$ cat src/rtl/weight_preloader_pkg.sv
// Shared types, default sizes and helpers for the parametrised weight preloader.
package weight_preloader_pkg;

  typedef enum logic [1:0] {
    IDLE  = 2'd0,
    FETCH = 2'd1,
    DRAIN = 2'd2,
    DONE  = 2'd3
  } state_e;

  localparam int DEF_N_PE   = 9;
  localparam int DEF_DATA_W = 8;
  localparam int DEF_ADDR_W = 6;

  // A request of zero, or more weights than there are PEs, loads the whole array.
  function automatic int unsigned sat_count(input int unsigned num, input int unsigned n_pe);
    if ((num == 0) || (num > n_pe)) begin
      return n_pe;
    end
    return num;
  endfunction

endpackage

$ cat src/rtl/weight_preloader_param_addr_gen.sv
// SRAM read-address generator: holds base/count/read index, issues one read
// per granted FETCH cycle and flags the final read of a load.
module preload_addr_gen
  import weight_preloader_pkg::*;
#(
  parameter int ADDR_W = DEF_ADDR_W,
  parameter int CNT_W  = 4
) (
  input  logic              clk,
  input  logic              rst,
  input  logic              i_start,
  input  logic [ADDR_W-1:0] i_base,
  input  logic [CNT_W-1:0]  i_num,
  input  logic              i_fetch,
  input  logic              i_stall,
  output logic              o_rd_en,
  output logic [ADDR_W-1:0] o_addr,
  output logic [CNT_W-1:0]  o_rd_idx,
  output logic              o_last
);

  logic [ADDR_W-1:0] r_base;
  logic [CNT_W-1:0]  r_n;
  logic [CNT_W-1:0]  r_rd_idx;
  logic              w_issue;

  // A read goes out only while fetching and the SRAM port is granted.
  assign w_issue  = i_fetch && !i_stall;
  assign o_rd_en  = w_issue;
  // Address wraps silently modulo 2^ADDR_W; it naturally holds during a stall
  // because the index does not advance.
  assign o_addr   = r_base + ADDR_W'(r_rd_idx);
  assign o_rd_idx = r_rd_idx;
  assign o_last   = w_issue && (r_rd_idx == (r_n - CNT_W'(1)));

  // Latch the load descriptor on an accepted start, advance per issued read.
  always_ff @(posedge clk) begin
    if (rst) begin
      r_base   <= '0;
      r_n      <= '0;
      r_rd_idx <= '0;
    end else if (i_start) begin
      r_base   <= i_base;
      r_n      <= i_num;
      r_rd_idx <= '0;
    end else if (w_issue) begin
      r_rd_idx <= r_rd_idx + CNT_W'(1);
    end
  end

endmodule

$ cat src/rtl/weight_preloader_param.sv
// Systolic-array weight preloader: fetches up to N_PE weights from a
// synchronous-read SRAM and strobes each into its PE holding register.
module weight_preloader_param
  import weight_preloader_pkg::*;
#(
  parameter int N_PE   = DEF_N_PE,
  parameter int DATA_W = DEF_DATA_W,
  parameter int ADDR_W = DEF_ADDR_W,
  parameter int CNT_W  = $clog2(N_PE + 1)
) (
  input  logic                     clk,
  input  logic                     rst,
  input  logic                     start_i,
  input  logic [ADDR_W-1:0]        base_addr_i,
  input  logic [CNT_W-1:0]         num_i,
  input  logic                     stall_i,
  input  logic [DATA_W-1:0]        q_i,
  output logic [ADDR_W-1:0]        addr_o,
  output logic                     rd_en_o,
  output logic                     busy_o,
  output logic                     done_o,
  output logic                     weights_valid_o,
  output logic [N_PE-1:0]          preload_ens_o,
  output logic [N_PE*DATA_W-1:0]   preload_weights_o
);

  state_e            r_state;
  state_e            w_state_next;
  logic              w_fetch;
  logic              w_start_acc;
  logic              w_last_rd;
  logic              w_rd_en;
  logic [CNT_W-1:0]  w_rd_idx;
  logic [CNT_W-1:0]  w_n_start;
  logic              r_cap_v;
  logic [CNT_W-1:0]  r_cap_idx;
  logic              r_weights_valid;
  logic [DATA_W-1:0] r_weight [N_PE];

  assign w_start_acc = (r_state == IDLE) && start_i;
  assign w_n_start   = CNT_W'(sat_count(32'(num_i), N_PE));

  preload_addr_gen #(
    .ADDR_W (ADDR_W),
    .CNT_W  (CNT_W)
  ) u_addr_gen (
    .clk      (clk),
    .rst      (rst),
    .i_start  (w_start_acc),
    .i_base   (base_addr_i),
    .i_num    (w_n_start),
    .i_fetch  (w_fetch),
    .i_stall  (stall_i),
    .o_rd_en  (w_rd_en),
    .o_addr   (addr_o),
    .o_rd_idx (w_rd_idx),
    .o_last   (w_last_rd)
  );

  assign rd_en_o = w_rd_en;

  // FSM state register.
  always_ff @(posedge clk) begin
    if (rst) begin
      r_state <= IDLE;
    end else begin
      r_state <= w_state_next;
    end
  end

  // FSM next-state logic; starts arriving outside IDLE are dropped.
  always_comb begin
    w_state_next = r_state;
    case (r_state)
      IDLE:    if (start_i)   w_state_next = FETCH;
      FETCH:   if (w_last_rd) w_state_next = DRAIN;
      DRAIN:   w_state_next = DONE;
      DONE:    w_state_next = IDLE;
      default: w_state_next = IDLE;
    endcase
  end

  // FSM outputs decoded from the current state.
  always_comb begin
    w_fetch = (r_state == FETCH);
    busy_o  = (r_state != IDLE);
    done_o  = (r_state == DONE);
  end

  // Capture pipeline: read data returns one cycle after the strobe, so the
  // strobe and its index are delayed by one cycle to steer the write.
  always_ff @(posedge clk) begin
    if (rst) begin
      r_cap_v   <= 1'b0;
      r_cap_idx <= '0;
    end else begin
      r_cap_v   <= w_rd_en;
      r_cap_idx <= w_rd_idx;
    end
  end

  // Valid flag rises as the final capture lands (DRAIN) and drops on a new start.
  always_ff @(posedge clk) begin
    if (rst) begin
      r_weights_valid <= 1'b0;
    end else if (w_start_acc) begin
      r_weights_valid <= 1'b0;
    end else if (r_state == DRAIN) begin
      r_weights_valid <= 1'b1;
    end
  end

  assign weights_valid_o = r_weights_valid;

  generate
    for (genvar gi = 0; gi < N_PE; gi++) begin : g_pe
      // One-hot enable for this PE straight from the capture registers.
      assign preload_ens_o[gi] = r_cap_v && (r_cap_idx == CNT_W'(gi));

      // Holding register: cleared when outside the new load's range,
      // otherwise overwritten when its capture slot comes around.
      always_ff @(posedge clk) begin
        if (rst) begin
          r_weight[gi] <= '0;
        end else if (w_start_acc && (CNT_W'(gi) >= w_n_start)) begin
          r_weight[gi] <= '0;
        end else if (r_cap_v && (r_cap_idx == CNT_W'(gi))) begin
          r_weight[gi] <= q_i;
        end
      end

      assign preload_weights_o[gi*DATA_W +: DATA_W] = r_weight[gi];
    end
  endgenerate

endmodule
$ cat config.mk
export PLATFORM = sky130hd
export DESIGN_NAME = weight_preloader_param
export DESIGN_NICKNAME = d
export VERILOG_FILES = /design/src/rtl/weight_preloader_pkg.sv /design/src/rtl/weight_preloader_param_addr_gen.sv /design/src/rtl/weight_preloader_param.sv
export SDC_FILE = /design/constraint.sdc
export NUM_CORES = 1
export LEC_CHECK = 0
export ABC_AREA = 1
export ABC_CLOCK_PERIOD_IN_PS = 2550
export BUFFER_PORTS_ARGS = -buffer_cell sky130_fd_sc_hd__buf_2
export CELL_PAD_IN_SITES_DETAIL_PLACEMENT = 2
export CELL_PAD_IN_SITES_GLOBAL_PLACEMENT = 2
export CORE_ASPECT_RATIO = 0.5
export CORE_MARGIN = 2
export CORE_UTILIZATION = 32
export DETAILED_ROUTE_END_ITERATION = 6
export GPL_TIMING_DRIVEN = 0
export PLACE_DENSITY = 0.8
export SETUP_SLACK_MARGIN = 0.05
export SLEW_MARGIN = 20
export SYNTH_ARGS = -nofsm -noshare
export SYNTH_HDL_FRONTEND = slang
export SYNTH_SLANG_ARGS = --single-unit
export TNS_END_PERCENT = 100
$ cat constraint.sdc
create_clock -name clk -period 2.55 [get_ports clk]
set_input_delay 0.51 -clock clk [delete_from_list [all_inputs] [get_ports clk]]
set_output_delay 0.51 -clock clk [all_outputs]
set_load 0.01 [all_outputs]
==> flow_summary.ini <==
[outcome]
outcome = finished, final reports clean

[logic_synthesis]
synth_top_area_cell = edfxtp_1
ys_ff_latch = 94
synth.area.top_cells = edfxtp_1, dfxtp_1, nor2_1
ys_seq_area_frac = 0.661
yosysTopAreaCellShare = 0.549
syn-num-nets = 402
synth_area_sq_mm = 0.00394
yosysWarningCount = 0
yosysUniqueCellTypes = 35
synthCells = 368
syn_area_per_cell_sq_um = 10.7

[routing]
routed_wl_microns = 12100
firstDrtPassIters = 4
vias_per_cell = 4.60
wl_per_cell_microns = 18.3
ant_nets = 0
drc = 0
num_vias = 3037
drt_iter0_drc = 146

[sta]
slew_viol_final = 0
fin_setup_tns_ns = 0
layout_setup_ws_ns = 0.183
fin_crit_ns = 2.37
hold_viol = 0
finalClockSkew_ns = 0.00717
rsz0062_at_grt = false
max_freq_mhz = 423
relSlewSlack = 0.661
setup_viol = 0
fin_crit_sh = 0.928
worst_slew_pin_slew_ns = 0.507

[setup_path]
crit_start = u_addr_gen.o_rd_idx[0]
slowest_stage = fa_1
path_delay_family = adder cells
start_kind = flip-flop
cp.required_ns = 2.04
r2r_start = r_state[0]
crit_path_max_fanout = 5
crit_path_end_kind = primary output
cp_slowest_stage_delay_ns = 0.42
reg2reg_slack_ns = 0.24
critPathArrivalTime_ns = 1.86
crit_chain = ha_1 > inv_1 > fa_1 > nor2_1 > a211oi_1 > xor2_1 > buf_2
path_class = flip-flop to primary output
crit_buf_inv = 2

[placement]
port_buffers = 111
gp_congestion = 0.738
place_ws_ns = 0.214
place_hpwl_microns = 9080

[die]
die_w_microns = 161
core-area_sq_mm = 0.0119
dieArea_sq_mm = 0.0133
design.portCount = 113
initial_core_util = 0.331
die_h_microns = 82.5
rows = 28

[global_route]
grt_max_degree = 18
grt_pass1_vias = 3181
gr-total-overflow = 0
grt_pass1_wl_microns = 18200
track_usage = 0.189
antenna_found_initial = 0

[pwr]
p_per_area_mw_per_mm2 = 805
power.internal_mw = 2.78
switchingPower_mw = 1.24
seqPwrFrac = 0.474
peakVddDrop_uv = 292
p_comb_frac = 0.203
p_clk_frac = 0.323
p_leak_nw = 2.29
sw_frac_of_total = 0.308

[clock_network]
path_clk_slew_ns = 0.07
cts_made_buffers = 9
clk_latency_ns = 0.35
post_cts_buffers = 0
numClockSinks = 94
ctsLongestPathBuffers = 2
cts_max_level = 3
cts_root_buf = clkbuf_16
cts_tree = yes

[finish]
multi_input_area_sq_mm = 0.00116
register_area_sq_mm = 0.00261
area_growth_syn_to_layout_pct = 26.6
drive_gt1_frac = 0.309
nNetsFinal = 524
fillers = 1323
n_antenna_cell = 0

[job]
drv_cap = 0

[hold_path]
min-delay-start = base_addr_i[2]
hold_class = input pin to flip-flop
-- synthesized netlist by cell type, drive strengths merged --
cell,number
ha,11
a22oi,1
inv,33
nand3,13
or2,1
o21ai,10
o21a,1
dfxtp,22
a21oi,11
nand3b,1
nand4,2
clkinv,9
xor2,3
edfxtp,72
a211oi,3
fa,1
and2,1
xnor2,1
clkbuf,1
o22ai,1
nor2,116
nor3,1
buf,2
nor3b,1
nand2,50
-- tightest hold or removal path: stages --
cell and delay, ns:
buf_2 0.07, o21ai_0 0.07, nor2_1 0.08
-- registers in the layout, indices dropped and copies added (netlist names) --
name                 count
u_addr_gen.o_rd_idx      4
u_addr_gen.r_base        6
r_weight                72
r_cap_idx                4
r_cap_v                  1
r_state                  2
weights_valid_o          1
u_addr_gen.r_n           4
-- through the flow --
stage	cell area, sq um	cells	utilization	hold WS [ns]	total power, mW
final	4990	660	0.419	0.414	4.02
after global routing	4990	660	0.419	0.423	4.21
after CTS	4980	660	0.418	0.409	4.06
after detailed placement	4700	644	0.395	0.482	2.77
after global placement	4700	644	0.395	0.460	2.72
after floorplan	3940	368	-	0.446	2.43
-- final cells by class --
cell class	count	area share
inverters	42	0.0316
clock buffers	10	0.0459
clock inverters	6	0.0108
plain buffers	3	0.00326
well taps	165	0.0414
repair buffers	111	0.111
multi-input cells	229	0.233
flip-flops and latches	94	0.522
-- placed cells by master (no fill, tap or decap), types with 2 or more instances in the layout --
cell type  Yosys  routed
xor2_1         3       3
inv_1         29      29
inv_2          4       4
dfxtp_1       22      20
clkbuf_1       1       2
o21ai_0        7       7
clkinv_1       9       9
buf_2          1     112
ha_1          11      11
inv_6          0       2
edfxtp_1      72      72
nand2_4        2       2
clkbuf_16      0       9
a21oi_1        8       8
o21ai_2        2       2
nand2_1       39      39
nor2_1       116     116
a21oi_4        2       2
clkinv_4       0       2
dfxtp_2        0       2
nand4_1        2       2
nand2_2        9       9
a211oi_1       3       3
nand3_1       11      11
-- kinds of logic after synthesis --
logic type | count (synthesis) | share of synthesized area
adders and majority gates | 12 | 0.0400
and+or+nand+nor | 186 | 0.200
buffers and inverters | 45 | 0.0441
AOI/OAI and AO/OA | 27 | 0.0464
xor gates and xnor gates | 4 | 0.00889
DFF | 94 | 0.661
-- worst paths after layout --
path | endpoint | depth (start not counted)
min | u_addr_gen.r_base[2] | 3
min reg2reg | u_addr_gen.r_n[3] | 2
max reg2reg | r_weight[6][4] | 9
max | addr_o[4] | 7
-- power by group through the flow --
stage          clock, mW  combinational, mW  sequential, mW
3_3_place_gp           0              0.792            1.93
4_1_cts             1.32              0.838            1.91
5_1_grt             1.36              0.930            1.92
6_report            1.29              0.816            1.90
2_1_floorplan          0              0.460            1.97
3_5_place_dp           0              0.831            1.94
-- layer usage --
layer | track usage | wire (microns) | vias up
li1 | - | - | 1450
met2 | 0.351 | 6130 | 73
met1 | 0.224 | 5300 | 1498
met5 | 0 | 0 | -
met3 | 0.0445 | 461 | 16
met4 | 0.0580 | 200 | 0
-- what timing repair did --
item	in CTS	in global routing
hold buffers	0	0
setup endpoints to repair	0	1
gates resized for setup	0	2
Note: power is estimated with default switching activity, not from simulation.
